[src/rtl/sdinit_avalon_bridge.sv]
// sdinit_avalon_bridge
// Takes 16-bit words from the SD-card block loader, buffers them in a small
// FIFO and replays them as Avalon-MM writes. It also watches that loader
// addresses stay contiguous and flags when the whole image has reached memory.
module sdinit_avalon_bridge #(
   parameter int FIFO_DEPTH = 8,
   parameter int ADDR_W     = 25
) (
   input  logic              clk50,
   input  logic              reset,
   input  logic              ram_we,
   input  logic [ADDR_W-1:0] ram_address,
   input  logic [15:0]       ram_data,
   output logic              ram_op_begun,
   input  logic              init_done,
   output logic [ADDR_W:0]   avm_address,
   output logic              avm_write,
   output logic [15:0]       avm_writedata,
   output logic [1:0]        avm_byteenable,
   input  logic              avm_waitrequest,
   output logic [ADDR_W-1:0] words_written,
   output logic              seq_error,
   output logic              load_complete
);

   localparam int PTR_W   = $clog2(FIFO_DEPTH);
   localparam int ENTRY_W = ADDR_W + 16;

   localparam logic [0:0] ST_IDLE  = 1'b0;
   localparam logic [0:0] ST_WRITE = 1'b1;

   localparam logic [PTR_W:0]    PTR_ONE  = {{PTR_W{1'b0}}, 1'b1};
   localparam logic [ADDR_W-1:0] ADDR_ONE = {{(ADDR_W-1){1'b0}}, 1'b1};

   logic [ENTRY_W-1:0] fifo_mem_r [FIFO_DEPTH];
   logic [PTR_W:0]     wr_ptr_r;
   logic [PTR_W:0]     rd_ptr_r;
   logic [0:0]         state_r;
   logic [ADDR_W:0]    avm_address_r;
   logic [15:0]        avm_writedata_r;
   logic [ADDR_W-1:0]  words_written_r;
   logic [ADDR_W-1:0]  expected_addr_r;
   logic               seq_error_r;
   logic               load_complete_r;

   logic               empty_s;
   logic               full_s;
   logic               push_s;
   logic               pop_s;
   logic [ENTRY_W-1:0] head_s;

   // FIFO status from registered pointers, push/pop qualification and head read
   always_comb begin
      empty_s = (wr_ptr_r == rd_ptr_r);
      full_s  = (wr_ptr_r[PTR_W] != rd_ptr_r[PTR_W]) &&
                (wr_ptr_r[PTR_W-1:0] == rd_ptr_r[PTR_W-1:0]);
      push_s  = ram_we & ~full_s;
      head_s  = fifo_mem_r[rd_ptr_r[PTR_W-1:0]];
      if (empty_s) begin
         pop_s = 1'b0;
      end else if (state_r == ST_IDLE) begin
         pop_s = 1'b1;
      end else begin
         pop_s = ~avm_waitrequest;
      end
   end

   // FIFO storage; contents are don't-care while the pointers say empty
   always_ff @(posedge clk50) begin
      if (push_s) begin
         fifo_mem_r[wr_ptr_r[PTR_W-1:0]] <= {ram_address, ram_data};
      end
   end

   // FIFO read/write pointers
   always_ff @(posedge clk50 or posedge reset) begin
      if (reset) begin
         wr_ptr_r <= {(PTR_W+1){1'b0}};
         rd_ptr_r <= {(PTR_W+1){1'b0}};
      end else begin
         if (push_s) begin
            wr_ptr_r <= wr_ptr_r + PTR_ONE;
         end
         if (pop_s) begin
            rd_ptr_r <= rd_ptr_r + PTR_ONE;
         end
      end
   end

   // Avalon output stage: load the head on entry or on each completed transfer
   always_ff @(posedge clk50 or posedge reset) begin
      if (reset) begin
         state_r         <= ST_IDLE;
         avm_address_r   <= {(ADDR_W+1){1'b0}};
         avm_writedata_r <= 16'h0000;
         words_written_r <= {ADDR_W{1'b0}};
      end else begin
         case (state_r)
            ST_IDLE: begin
               if (!empty_s) begin
                  avm_address_r   <= {head_s[ENTRY_W-1:16], 1'b0};
                  avm_writedata_r <= head_s[15:0];
                  state_r         <= ST_WRITE;
               end
            end
            ST_WRITE: begin
               if (!avm_waitrequest) begin
                  words_written_r <= words_written_r + ADDR_ONE;
                  if (!empty_s) begin
                     avm_address_r   <= {head_s[ENTRY_W-1:16], 1'b0};
                     avm_writedata_r <= head_s[15:0];
                  end else begin
                     state_r <= ST_IDLE;
                  end
               end
            end
            default: begin
               state_r <= ST_IDLE;
            end
         endcase
      end
   end

   // Address continuity tracking; a gap is flagged but the word is still kept
   always_ff @(posedge clk50 or posedge reset) begin
      if (reset) begin
         expected_addr_r <= {ADDR_W{1'b0}};
         seq_error_r     <= 1'b0;
      end else if (push_s) begin
         expected_addr_r <= ram_address + ADDR_ONE;
         if (ram_address != expected_addr_r) begin
            seq_error_r <= 1'b1;
         end
      end
   end

   // Image-landed flag: loader finished, nothing buffered, nothing in flight
   always_ff @(posedge clk50 or posedge reset) begin
      if (reset) begin
         load_complete_r <= 1'b0;
      end else begin
         load_complete_r <= init_done & empty_s & (state_r == ST_IDLE);
      end
   end

   assign ram_op_begun   = push_s;
   assign avm_write      = (state_r == ST_WRITE);
   assign avm_address    = avm_address_r;
   assign avm_writedata  = avm_writedata_r;
   assign avm_byteenable = 2'b11;
   assign words_written  = words_written_r;
   assign seq_error      = seq_error_r;
   assign load_complete  = load_complete_r;

endmodule

[config.mk]
export PLATFORM = sky130hd
export DESIGN_NAME = sdinit_avalon_bridge
export DESIGN_NICKNAME = d
export VERILOG_FILES = /design/src/rtl/sdinit_avalon_bridge.sv
export SDC_FILE = /design/constraint.sdc
export NUM_CORES = 1
export LEC_CHECK = 0
export CAP_MARGIN = 20
export CORE_AREA = 2 2 154 232
export CTS_CLUSTER_SIZE = 10
export DETAILED_ROUTE_END_ITERATION = 16
export DIE_AREA = 0 0 156 234
export PLACE_DENSITY = 0.69
export SYNTH_ARGS = -nofsm -noshare
export SYNTH_HDL_FRONTEND = slang
export SYNTH_SLANG_ARGS = --single-unit
[constraint.sdc]
create_clock -name clk50 -period 6.77 [get_ports clk50]
set_input_delay 1.6925 -clock clk50 [delete_from_list [all_inputs] [get_ports clk50]]
set_output_delay 1.6925 -clock clk50 [all_outputs]
set_load 0.1 [all_outputs]
==> out/qor.json, run 1 <==
{
  "status": "finished clean",
  "finalPower_mw": 9.323,
  "layout.core_utilization": 0.5811,
  "postSynthCellCount": 954,
  "ctsHtreeMaxLevel": 2,
  "area_fraction_in_and_or_nand_and_nor_cells_after_synthesis": 0.05347,
  "layout.cell_area.non_filler_sq_um": 20090,
  "grt_antenna_before_repair": 1,
  "slew_viol_final": 0,
  "synth.largest_area_cell": "edfxtp_1",
  "viasPerCell": 5.593,
  "synthMuxAreaShare": 0.1338,
  "layout.cells.most_common": "edfxtp_1",
  "setup.worst_path.end_class": "output port",
  "layout_worst_path_cycle_share": 0.7381,
  "setup.reg_to_reg.worst_slack_ns": 2.87,
  "relSlewSlack": 0.3211,
  "drt_wl_total_um": 33280,
  "cts_hold_buffers": 0,
  "critical_path.cell_chain": "clkdlybuf4s50_1 > o41ai_4 > buf_4 > inv_2 > buf_4",
  "synth_area_leaders": "edfxtp_1 58%, dfrtp_1 15%, mux4_2 11%",
  "floorplan.io_pins": 119,
  "routed.top_layer": "met5",
  "number_of_global_route_vias_before_repair": 9008,
  "detailroute.wirelength.met2_um": 17740,
  "timing_worst_slew_pin_value_ns": 1.015,
  "fraction_of_the_mapped_netlist_area_in_compound_gates": 0.02630,
  "route.detailed.drc": 0,
  "timing.fmax_ghz": 0.2001,
  "crit_path_max_fanout": 41,
  "grt_start_max_net_pins": 77,
  "clk-insertion-delay-late_ns": 0.55,
  "antenna_cell_count": 0,
  "fp.dieH_um": 234,
  "cp_num_buf_inv": 4,
  "p_leak_nw": 6.897,
  "global_route.usage.total": 0.1890,
  "yosys.cell_types.count": 46,
  "design.core.area_sq_um": 34580,
  "synthesis.area_sq_um": 17030,
  "place.port_buffers": 115,
  "timing.final.hold_violations": 0,
  "post_cts_resized": 0,
  "dr_total_vias": 8709,
  "cp_data_arrival_time_ns": 3.30,
  "die_w_um": 156,
  "max_cap_viol_count": 0,
  "timing.critical_path.required_ns": 5.08,
  "ys_async_sr_fraction": 0.2372,
  "min_period_ns": 4.997,
  "clkTransAtPathRegs_ns": 0.05,
  "area_delta_synth_final_pct": 17.95,
  "nNetsFinal": 1139,
  "worstHoldPathCells": 1,
  "synth_area_in_adders": 0.002938,
  "finalSetupTns_ns": 0,
  "slowest_delay_ns": 0.51,
  "drt_pass1_iterations": 4,
  "synth-xor-area-share": 0.03856,
  "final_antenna_net_count": 0,
  "layout_common_cells": "328 x edfxtp_1, 114 x clkdlybuf4s50_1, 99 x dfrtp_1",
  "synth_top_family_by_area": "multiplexers",
  "initial_utilization": 0.4926,
  "yosysWarnings": 0,
  "cpMaxStageDelayCell": "clkdlybuf4s50_1",
  "number_of_enable_flip_flop_cells_after_synthesis": 328,
  "crit_path_start_kind": "primary input",
  "grt_overflow_total": 0,
  "place_hpwl_um": 20310,
  "clock_tree.buffer_depth": 3,
  "cts_tree": "built",
  "reg2regPathDepth": 7,
  "synth.yosys.seq_area_share": 0.7281,
  "drt-met1-wl_um": 13220,
  "grt_pass1_wl_um": 51910,
  "timing.hold.worst.start": "words_written[24]",
  "cts_made_buffers": 48,
  "number_of_flip_flops_and_latches_in_the_synthesized_netlist": 430,
  "cts_post_setup_buffers_inserted": 0,
  "critical_path.reg2reg.endpoint": "fifo_mem_r[6][31]",
  "fp.dieArea_sq_um": 36500,
  "drtIter0Drc": 652,
  "placedCellCount": 1468,
  "rows": 84,
  "setup_repair_after_global_routing_missed_its_margin": "false",
  "worst_path_most_repeated_cell": "buf_4",
  "end_of_the_worst_hold_path": "words_written[24]",
  "setup.worst_path.class": "primary input to output port",
  "hold_path_class": "flop to flop",
  "place_area_sq_um": 18700,
  "post-synth-top-area-fraction": 0.5782,
  "routabilityCongestion": 0.8060,
  "average_wire_per_cell_in_the_routed_design_um": 21.37,
  "vdd.ir_drop.worst_mv": 0.3639,
  "r2r_start": "rd_ptr_r[2]",
  "cts_sinks": 430,
  "syn_area_per_cell_sq_um": 17.86,
  "routed-wl-met3_um": 1457,
  "finalSetupViolations": 0,
  "clock_tree.root_cell": "clkbuf_16",
  "worst_path_dominant_cell_family": "buffers and inverters",
  "p_per_area_nw_per_um2": 464.0,
  "drive_gt1_frac": 0.1588,
  "finalClockSkew_ns": 0.01066,
  "final_cell_count_no_fill": 1557,
  "synthFlopType": "edfxtp_1"
}
worst register-to-register path, stage by stage, from the launching register on:
cell	delay [ns]
dfrtp_4	1.05
xor2_1	0.48
o41ai_4	0.10
buf_4	0.28
inv_2	0.34
nand2_1	0.25
nor2_4	0.53
buf_4	0.48
cells by family after synthesis:
kind of cell / after synthesis
xor+xnor: 75
buf+inv: 63
mux: 125
simple gates: 178
other cells: 2
compound gates: 77
fa+ha+maj: 4
flops: 430
state kept, by name, indices dropped and copies added, names as in the netlist:
name	flops
avm_write	1
words_written	25
avm_writedata	16
avm_address	25
seq_error	1
fifo_mem_r	328
wr_ptr_r	4
expected_addr_r	25
load_complete	1
rd_ptr_r	4
synthesized netlist by cell type (2+ instances only):
cell and count:
dfrtp_1 102, mux4_2 82, nor3_1 12, nand3b_1 2
and3_1 3, xnor2_1 63, nand2b_1 2, o21ai_0 58
nand3_1 16, or2_2 2, mux2_2 2, buf_1 6
mux2i_1 41, buf_4 3, conb_1 2, or3_1 5
nor4_1 6, edfxtp_1 328, a31oi_1 9, clkbuf_1 17
or4_4 2, nand4_1 16, buf_2 25, ha_1 4
nor2_1 20, inv_1 11, xor2_1 12, and4_1 4
o21ai_1 4, nor4_2 2, nand2_1 78
power breakdown:
group          switching [mW]  total (mW)  internal (mW)
clock network           0.951        2.30           1.35
logic                    2.10        3.22           1.12
registers               0.388        3.80           3.41
total                    3.44        9.32           5.88
layout make-up:
type                            instances  area (sq um)
Sequential cell                       430         12410
Timing Repair Buffer                  135          1311
Clock buffer                           88          1373
Inverter                               12         47.55
Multi-Input combinational cell        462          4409
Fill cell                            2525         14490
Tap cell                              430         538.0
worst max-delay path by stage:
stage                start                to  slack (ns)  depth (start not counted)
5_1_grt        rd_ptr_r[2]      ram_op_begun        1.61                          5
3_3_place_gp        ram_we      ram_op_begun        1.80                          5
3_5_place_dp        ram_we      ram_op_begun        1.80                          5
6_report            ram_we      ram_op_begun        1.77                          5
4_1_cts             ram_we      ram_op_begun        1.77                          5
2_1_floorplan       ram_we  fifo_mem_r[0][0]        0.21                          4
layer usage:
metal | track usage | up-vias
met5 | 0 | -
met4 | 0.06164 | 2
met3 | 0.03327 | 62
met2 | 0.3374 | 217
met1 | 0.2348 | 4462
li1 | - | 3966
per-stage QoR:
step                setup slack, ns  hold slack (ns)
global placement              1.804           0.4584
finish                        1.773           0.4664
detailed placement            1.801           0.4659
CTS                           1.767           0.4731
floorplan                    0.2065           0.4666
global route                  1.612           0.4993
Power figures use the tool's default switching activity.
==> inputs of run 2 (changes only) <==
Settings changed: PLACE_DENSITY 0.69 to 0.71.
Clock period 6.77 ns to 4.5 ns, I/O delays scaled along.
==> run 2 against run 1 <==
- sequential share of layout area shrank 0.73 points
- combinational power rose by 58%
- first-iteration DRC count down 6.0%
- global-route usage is 0.35 points higher
- design area grew 1.2%
- die area is the same
- final cell count rose by 0.96%
- clock power is 56% higher
- critical endpoint unchanged
==> out/qor.json, run 2 (synthesis gave the netlist of run 1 again) <==
{
  "status": {"value": "finished clean", "change": "unchanged"},
  "cts_post_setup_buffers_inserted": {"value": 0, "change": "unchanged"},
  "fp.dieArea": {"value": 36500, "unit": "sq um", "change": "unchanged"},
  "worstSetupEndpoint": {"value": "ram_op_begun", "change": "unchanged"},
  "critical_path.reg2reg.endpoint": {"value": "fifo_mem_r[5][34]", "change": "was fifo_mem_r[6][31]"},
  "largest_register_ff_count": {"value": 328, "change": "unchanged"},
  "area_delta_synth_final": {"value": 19.36, "unit": "%", "change": "was 17.95%"},
  "number_of_global_route_vias_before_repair": {"value": 9183, "change": "was 9008"},
  "ctsHtreeMaxLevel": {"value": 2, "change": "unchanged"},
  "grt_pass1_wl": {"value": 52920, "unit": "um", "change": "was 51910 um"},
  "grt_overflow_total": {"value": 0, "change": "unchanged"},
  "hold_path_class": {"value": "flop to flop", "change": "unchanged"},
  "place_area": {"value": 18890, "unit": "sq um", "change": "was 18700 sq um"},
  "area_of_combinational_cells_with_multiple_inputs": {"value": 4424, "unit": "sq um", "change": "was 4409 sq um"},
  "p_leak": {"value": 7.017, "unit": "nW", "change": "was 6.897 nW"},
  "layout.cell_area.non_filler": {"value": 20330, "unit": "sq um", "change": "was 20090 sq um"},
  "slowest_delay": {"value": 0.75, "unit": "ns", "change": "was 0.51 ns"},
  "layout.cells.most_common": {"value": "edfxtp_1", "change": "unchanged"},
  "total_switching_power": {"value": 5.259, "unit": "mW", "change": "was 3.440 mW"},
  "max_cap_viol_count": {"value": 0, "change": "unchanged"},
  "final_cell_count_no_fill": {"value": 1572, "change": "was 1557"},
  "drt_wl_total": {"value": 33940, "unit": "um", "change": "was 33280 um"},
  "comb_power_share": {"value": 0.357, "change": "was 0.345"},
  "dr_total_vias": {"value": 8783, "change": "was 8709"},
  "setup.reg_to_reg.worst_slack": {"value": 1.26, "unit": "ns", "change": "was 2.87 ns"},
  "layout_common_cells": {"value": "328 x edfxtp_1, 114 x clkdlybuf4s50_1, 99 x dfrtp_1", "change": "unchanged"},
  "design.core.area": {"value": 34580, "unit": "sq um", "change": "unchanged"},
  "place.port_buffers": {"value": 115, "change": "unchanged"},
  "cts_made_buffers": {"value": 49, "change": "was 48"},
  "cp_data_arrival_time": {"value": 2.52, "unit": "ns", "change": "was 3.30 ns"},
  "p_int": {"value": 8.990, "unit": "mW", "change": "was 5.883 mW"},
  "drive_gt1_frac": {"value": 0.1718, "change": "was 0.1588"},
  "regArea": {"value": 12410, "unit": "sq um", "change": "unchanged"},
  "setup_repair_after_global_routing_missed_its_margin": {"value": "false", "change": "unchanged"},
  "viasPerCell": {"value": 5.587, "change": "was 5.593"},
  "min_period_ns": 3.644,
  "fp.dieH": {"value": 234, "unit": "um", "change": "unchanged"},
  "cpMaxStageDelayCell": {"value": "dfrtp_4", "change": "was clkdlybuf4s50_1"},
  "crit_path_max_fanout": {"value": 33, "change": "was 41"},
  "cts_hold_buffers": {"value": 0, "change": "unchanged"},
  "rows": {"value": 84, "change": "unchanged"},
  "p_per_area": {"value": 700.9, "unit": "nW/um^2", "change": "was 464.0 nW/um^2"},
  "clkTransAtPathRegs": {"value": 0.06, "unit": "ns", "change": "was 0.05 ns"},
  "grt_start_max_net_pins": {"value": 87, "change": "was 77"},
  "post_cts_resized": {"value": 0, "change": "unchanged"},
  "finalSetupViolations": {"value": 0, "change": "unchanged"},
  "clk-insertion-delay-late": {"value": 0.56, "unit": "ns", "change": "was 0.55 ns"},
  "reg2regPathDepth": {"value": 6, "change": "was 7"},
  "placedCellCount": {"value": 1481, "change": "was 1468"},
  "timing.fmax_ghz": 0.2744,
  "setup.worst_path.end_class": {"value": "output port", "change": "unchanged"},
  "cts_tree": {"value": "built", "change": "unchanged"},
  "clock_tree.root_cell": {"value": "clkbuf_16", "change": "unchanged"},
  "clock_power_share": {"value": 0.252, "change": "was 0.247"},
  "average_wire_per_cell_in_the_routed_design": {"value": 21.59, "unit": "um", "change": "was 21.37 um"},
  "die_w": {"value": 156, "unit": "um", "change": "unchanged"},
  "n_fill_cell": {"value": 2559, "change": "was 2525"},
  "initial_utilization": {"value": 0.4926, "change": "unchanged"},
  "grt_antenna_before_repair": {"value": 1, "change": "unchanged"},
  "final_antenna_net_count": {"value": 0, "change": "unchanged"},
  "timing.final.hold_violations": {"value": 0, "change": "unchanged"},
  "crit_path_start_kind": {"value": "flop", "change": "was primary input"},
  "setup.worst_path.class": {"value": "flop to output port", "change": "was primary input to output port"},
  "slew_viol_final": {"value": 0, "change": "unchanged"},
  "relSlewSlack": {"value": 0.3322, "change": "was 0.3211"},
  "vdd.ir_drop.worst": {"value": 0.5457, "unit": "mV", "change": "was 0.3639 mV"},
  "r2r_start": {"value": "rd_ptr_r[1]", "change": "was rd_ptr_r[2]"},
  "clock_tree.buffer_depth": {"value": 3, "change": "unchanged"},
  "finalClockSkew": {"value": 0.01988, "unit": "ns", "change": "was 0.01066 ns"},
  "global_route.usage.total": {"value": 0.1925, "change": "was 0.1890"},
  "routabilityCongestion": {"value": 0.8072, "change": "was 0.8060"},
  "drt_pass1_iterations": {"value": 5, "change": "was 4"},
  "place_hpwl": {"value": 20260, "unit": "um", "change": "was 20310 um"},
  "timing_worst_slew_pin_value": {"value": 0.9986, "unit": "ns", "change": "was 1.015 ns"},
  "drtIter0Drc": {"value": 613, "change": "was 652"},
  "layout.core_utilization": {"value": 0.5880, "change": "was 0.5811"},
  "seqPwrFrac": {"value": 0.390, "change": "was 0.408"},
  "setup.worst_path.start": {"value": "rd_ptr_r[1]", "change": "was ram_we"},
  "route.detailed.drc": {"value": 0, "change": "unchanged"},
  "switching_share": {"value": 0.3691, "change": "was 0.3690"},
  "floorplan.io_pins": {"value": 119, "change": "unchanged"},
  "nNetsFinal": {"value": 1152, "change": "was 1139"},
  "critical_path.cell_chain": {"value": "xor2_1 > o41ai_4 > inv_2 > buf_12", "change": "was clkdlybuf4s50_1 > o41ai_4 > buf_4 > inv_2 > buf_4"},
  "finalSetupTns": {"value": 0, "unit": "ns", "change": "unchanged"},
  "timing.critical_path.required": {"value": 3.38, "unit": "ns", "change": "was 5.08 ns"},
  "layout_worst_path_cycle_share": 0.8099,
  "cts_sinks": {"value": 430, "change": "unchanged"}
}
-- run 2: changes by cell type in the layout (fill, tap and decap cells not counted), sizes merged --
cell,before,now
inv,12,14
diode,0,1
buf,21,33
-- run 2: area by class of cell --
cell class / instances / share of cell area
antenna: 1 / 0.0001231
multi-input combinational: 462 / 0.2176
timing repair buffer: 147 / 0.07200
clock inverter: 2 / 0.0008615
tap: 430 / 0.02646
clock buffer: 88 / 0.07009
sequential: 430 / 0.6105
inverter: 12 / 0.002338
-- run 2: power groups by stage --
stage	combinational (mW)	sequential (mW)	clock, mW
CTS	5.19	5.57	3.67
global placement	5.13	5.61	0
detailed placement	5.17	5.65	0
floorplan	2.38	7.03	0
global route	5.42	5.65	3.82
finish	5.09	5.56	3.59
-- run 2: stage by stage --
stage | hold slack [ns] | setup slack (ns) | total power [mW]
final | 0.4667 | 0.8557 | 14.25
after global routing | 0.5060 | 0.6993 | 14.88
after CTS | 0.4730 | 0.7960 | 14.43
after detailed placement | 0.4656 | 0.8518 | 10.82
after global placement | 0.4606 | 0.9058 | 10.73
after floorplan | 0.4666 | -0.3906 | 9.413
-- run 2: worst min-delay path by stage --
stage / startpoint / slack [ns] / cells after the start / end
final: words_written[24] / 0.47 / 1 / words_written[24]
after floorplan: expected_addr_r[1] / 0.47 / 2 / expected_addr_r[1]
after global routing: words_written[24] / 0.51 / 1 / words_written[24]
after global placement: words_written[24] / 0.46 / 1 / words_written[24]
after detailed placement: words_written[24] / 0.47 / 1 / words_written[24]
after CTS: words_written[24] / 0.47 / 1 / words_written[24]
-- run 2: worst max-delay path: cells and delay by family (launching register included) --
family,cells,cell delay (ns)
flip-flops,1,0.75
buffers and inverters,2,0.57
XOR/XNOR,1,0.47
AO/OA/AOI/OAI,1,0.16
-- run 2: routing by layer --
metal  global-route usage  vias up  share of wire
li1                     -     3988              -
met1               0.2357     4524           0.39
met2               0.3493      208           0.54
met3              0.02809       63          0.038
met4              0.06737        0          0.029
met5                    0        -              0
==> inputs of run 3 (changes only) <==
Clock period 4.5 ns to 3.3 ns, I/O delays scaled along.
==> run 3 against run 2 <==
- core utilization rose by 0.16 points
- combinational power up 40%
- flip-flop and latch count is the same
- critical endpoint unchanged
- largest power group unchanged
==> out/qor.json, run 3 (synthesis gave the netlist of run 1 again) <==
{
  "status": {"value": "finished clean", "change": "unchanged"},
  "timing.final.hold_violations": {"value": 0, "change": "unchanged"},
  "worst_hold_slack": {"value": 0.4774, "unit": "ns", "change": "was 0.4667 ns"},
  "die_w": {"value": 156, "unit": "um", "change": "unchanged"},
  "cts_made_buffers": {"value": 49, "change": "unchanged"},
  "cts_tree": {"value": "built", "change": "unchanged"},
  "setup.worst_path.class": {"value": "flop to output port", "change": "unchanged"},
  "routabilityCongestion": {"value": 0.8111, "change": "was 0.8072"},
  "relSlewSlack": {"value": 0.3822, "change": "was 0.3322"},
  "grt.busiest_layer": {"value": "met2", "change": "unchanged"},
  "viasPerCell": {"value": 5.591, "change": "was 5.587"},
  "met1_usage": {"value": 0.2505, "change": "was 0.2357"},
  "timing.critical_path.required": {"value": 2.47, "unit": "ns", "change": "was 3.38 ns"},
  "worstSetupEndpoint": {"value": "ram_op_begun", "change": "unchanged"},
  "area_delta_synth_final": {"value": 19.68, "unit": "%", "change": "was 19.36%"},
  "grt_antenna_before_repair": {"value": 0, "change": "was 1"},
  "clk-insertion-delay-late": {"value": 0.56, "unit": "ns", "change": "about the same"},
  "p_per_area": {"value": 953.7, "unit": "nW/um^2", "change": "was 700.9 nW/um^2"},
  "layout_common_cells": {"value": "328 x edfxtp_1, 117 x buf_4, 99 x dfrtp_1", "change": "was 328 x edfxtp_1, 114 x clkdlybuf4s50_1, 99 x dfrtp_1"},
  "rows": {"value": 84, "change": "unchanged"},
  "setup.worst_path.start": {"value": "rd_ptr_r[2]", "change": "was rd_ptr_r[1]"},
  "final_antenna_net_count": {"value": 0, "change": "unchanged"},
  "vdd.ir_drop.worst": {"value": 0.8436, "unit": "mV", "change": "was 0.5457 mV"},
  "timing.fmax_ghz": 0.3481,
  "number_of_global_route_vias_before_repair": {"value": 9219, "change": "was 9183"},
  "r2r_start": {"value": "rd_ptr_r[1]", "change": "unchanged"},
  "initial_utilization": {"value": 0.4926, "change": "unchanged"},
  "finalClockSkew": {"value": 0.01757, "unit": "ns", "change": "was 0.01988 ns"},
  "antenna_cell_count": {"value": 0, "change": "was 1"},
  "cp_data_arrival_time": {"value": 2.05, "unit": "ns", "change": "was 2.52 ns"},
  "average_wire_per_cell_in_the_routed_design": {"value": 22.11, "unit": "um", "change": "was 21.59 um"},
  "place.port_buffers": {"value": 115, "change": "unchanged"},
  "fp.dieArea": {"value": 36500, "unit": "sq um", "change": "unchanged"},
  "dr_total_vias": {"value": 8917, "change": "was 8783"},
  "crit_path_start_kind": {"value": "flop", "change": "unchanged"},
  "place_hpwl": {"value": 21370, "unit": "um", "change": "was 20260 um"},
  "timing_worst_slew_pin_value": {"value": 0.9267, "unit": "ns", "change": "was 0.9986 ns"},
  "route.detailed.drc": {"value": 0, "change": "unchanged"},
  "regArea": {"value": 12410, "unit": "sq um", "change": "unchanged"},
  "ctsHtreeMaxLevel": {"value": 2, "change": "unchanged"},
  "grt_overflow_total": {"value": 0, "change": "unchanged"},
  "nNetsFinal": {"value": 1177, "change": "was 1152"},
  "critical_path.reg2reg.endpoint": {"value": "avm_address[5]", "change": "was fifo_mem_r[5][34]"},
  "reg2regPathDepth": {"value": 5, "change": "was 6"},
  "met3_usage": {"value": 0.02938, "change": "was 0.02809"},
  "slew_viol_final": {"value": 0, "change": "unchanged"},
  "p_leak": {"value": 7.233, "unit": "nW", "change": "was 7.017 nW"},
  "floorplan.io_pins": {"value": 119, "change": "unchanged"},
  "clock_tree.root_cell": {"value": "clkbuf_16", "change": "unchanged"},
  "grt_pass1_wl": {"value": 54450, "unit": "um", "change": "was 52920 um"},
  "setup.reg_to_reg.worst_slack": {"value": 0.69, "unit": "ns", "change": "was 1.26 ns"},
  "drt_pass1_iterations": {"value": 4, "change": "was 5"},
  "n_fill_cell": {"value": 2536, "change": "was 2559"},
  "drt_wl_total": {"value": 35260, "unit": "um", "change": "was 33940 um"},
  "design.core.area": {"value": 34580, "unit": "sq um", "change": "unchanged"},
  "layout.cells.most_common": {"value": "edfxtp_1", "change": "unchanged"},
  "finalPower": {"value": 19.44, "unit": "mW", "change": "was 14.25 mW"},
  "largest_register_ff_count": {"value": 328, "change": "unchanged"},
  "global_route.usage.total": {"value": 0.1991, "change": "was 0.1925"},
  "clock_tree.buffer_depth": {"value": 3, "change": "unchanged"},
  "hold_path_class": {"value": "flop to flop", "change": "unchanged"},
  "layout_worst_path_cycle_share": 0.8704,
  "min_period_ns": 2.872,
  "fp.dieH": {"value": 234, "unit": "um", "change": "unchanged"},
  "drtIter0Drc": {"value": 553, "change": "was 613"},
  "finalSetupViolations": {"value": 0, "change": "unchanged"},
  "grt_start_max_net_pins": {"value": 86, "change": "was 87"},
  "clkTransAtPathRegs": {"value": 0.06, "unit": "ns", "change": "about the same"},
  "drive_gt1_frac": {"value": 0.2472, "change": "was 0.1718"},
  "crit_path_max_fanout": {"value": 4, "change": "was 33"},
  "setup.worst_path.end_class": {"value": "output port", "change": "unchanged"},
  "max_cap_viol_count": {"value": 0, "change": "unchanged"},
  "grt.met2_usage": {"value": 0.3570, "change": "was 0.3493"},
  "layout.core_utilization": {"value": 0.5896, "change": "was 0.5880"},
  "area_of_combinational_cells_with_multiple_inputs": {"value": 4443, "unit": "sq um", "change": "was 4424 sq um"},
  "cts_sinks": {"value": 430, "change": "unchanged"},
  "setup_repair_after_global_routing_missed_its_margin": {"value": "false", "change": "unchanged"}
}
run 3: cell types whose count changed in the layout (fill, tap and decap cells not counted), moves of 2 or more:
cell             change
clkdlybuf4s50_1     -69
nor3_2               -3
clkbuf_16            -2
buf_4               +90
buf_12               +4
nor3_4               +3
inv_6                -2
run 3: where the power goes:
part | total [mW] | internal [mW] | switching [mW]
Sequential | 7.45 | 7.00 | 0.453
Combinational | 7.12 | 2.35 | 4.77
Clock | 4.86 | 2.87 | 1.99
run 3: area by class of cell:
type | count | area share
multi-input cells | 462 | 0.2179
clock inverters | 2 | 0.001719
well taps | 430 | 0.02639
inverters | 12 | 0.002394
flip-flops and latches | 430 | 0.6089
clock buffers | 87 | 0.06764
repair buffers | 172 | 0.07500
run 3: per-stage QoR:
stage          setup TNS, ns  setup WS (ns)  instance area [sq um]  instances
6_report                   0         0.4276                  20390       1595
5_1_grt                    0         0.3715                  20390       1595
4_1_cts                    0         0.4332                  20390       1595
3_5_place_dp               0         0.2455                  18960       1505
3_3_place_gp               0         0.2899                  18960       1505
2_1_floorplan         -45.63        -0.2729                  17080        955
run 3: critical path, stage by stage, from the launching register on:
cell and delay [ns]:
dfrtp_4 0.47, xor2_1 0.23, o41ai_4 0.45, inv_2 0.15, buf_12 0.19
run 3: worst min-delay path by stage:
stage | start | to | slack, ns | cells after the start
floorplan | expected_addr_r[1] | expected_addr_r[1] | 0.47 | 2
global placement | words_written[24] | words_written[24] | 0.46 | 1
detailed placement | avm_address[24] | avm_address[24] | 0.47 | 2
CTS | words_written[24] | words_written[24] | 0.48 | 1
global route | words_written[24] | words_written[24] | 0.49 | 1
finish | avm_address[18] | avm_address[18] | 0.48 | 2
run 3: timing repair:
action | in CTS | in global routing
setup buffers | 1 | 0
setup endpoints to repair | 1 | 0
gates resized for setup | 0 | 0
hold buffers | 0 | 0
run 3: metal layers:
metal  vias up  wire length (um)
met5         -                 0
met1      4610             14080
met4         0               918
met2       198             18860
met3        61              1406
li1       4048                 -
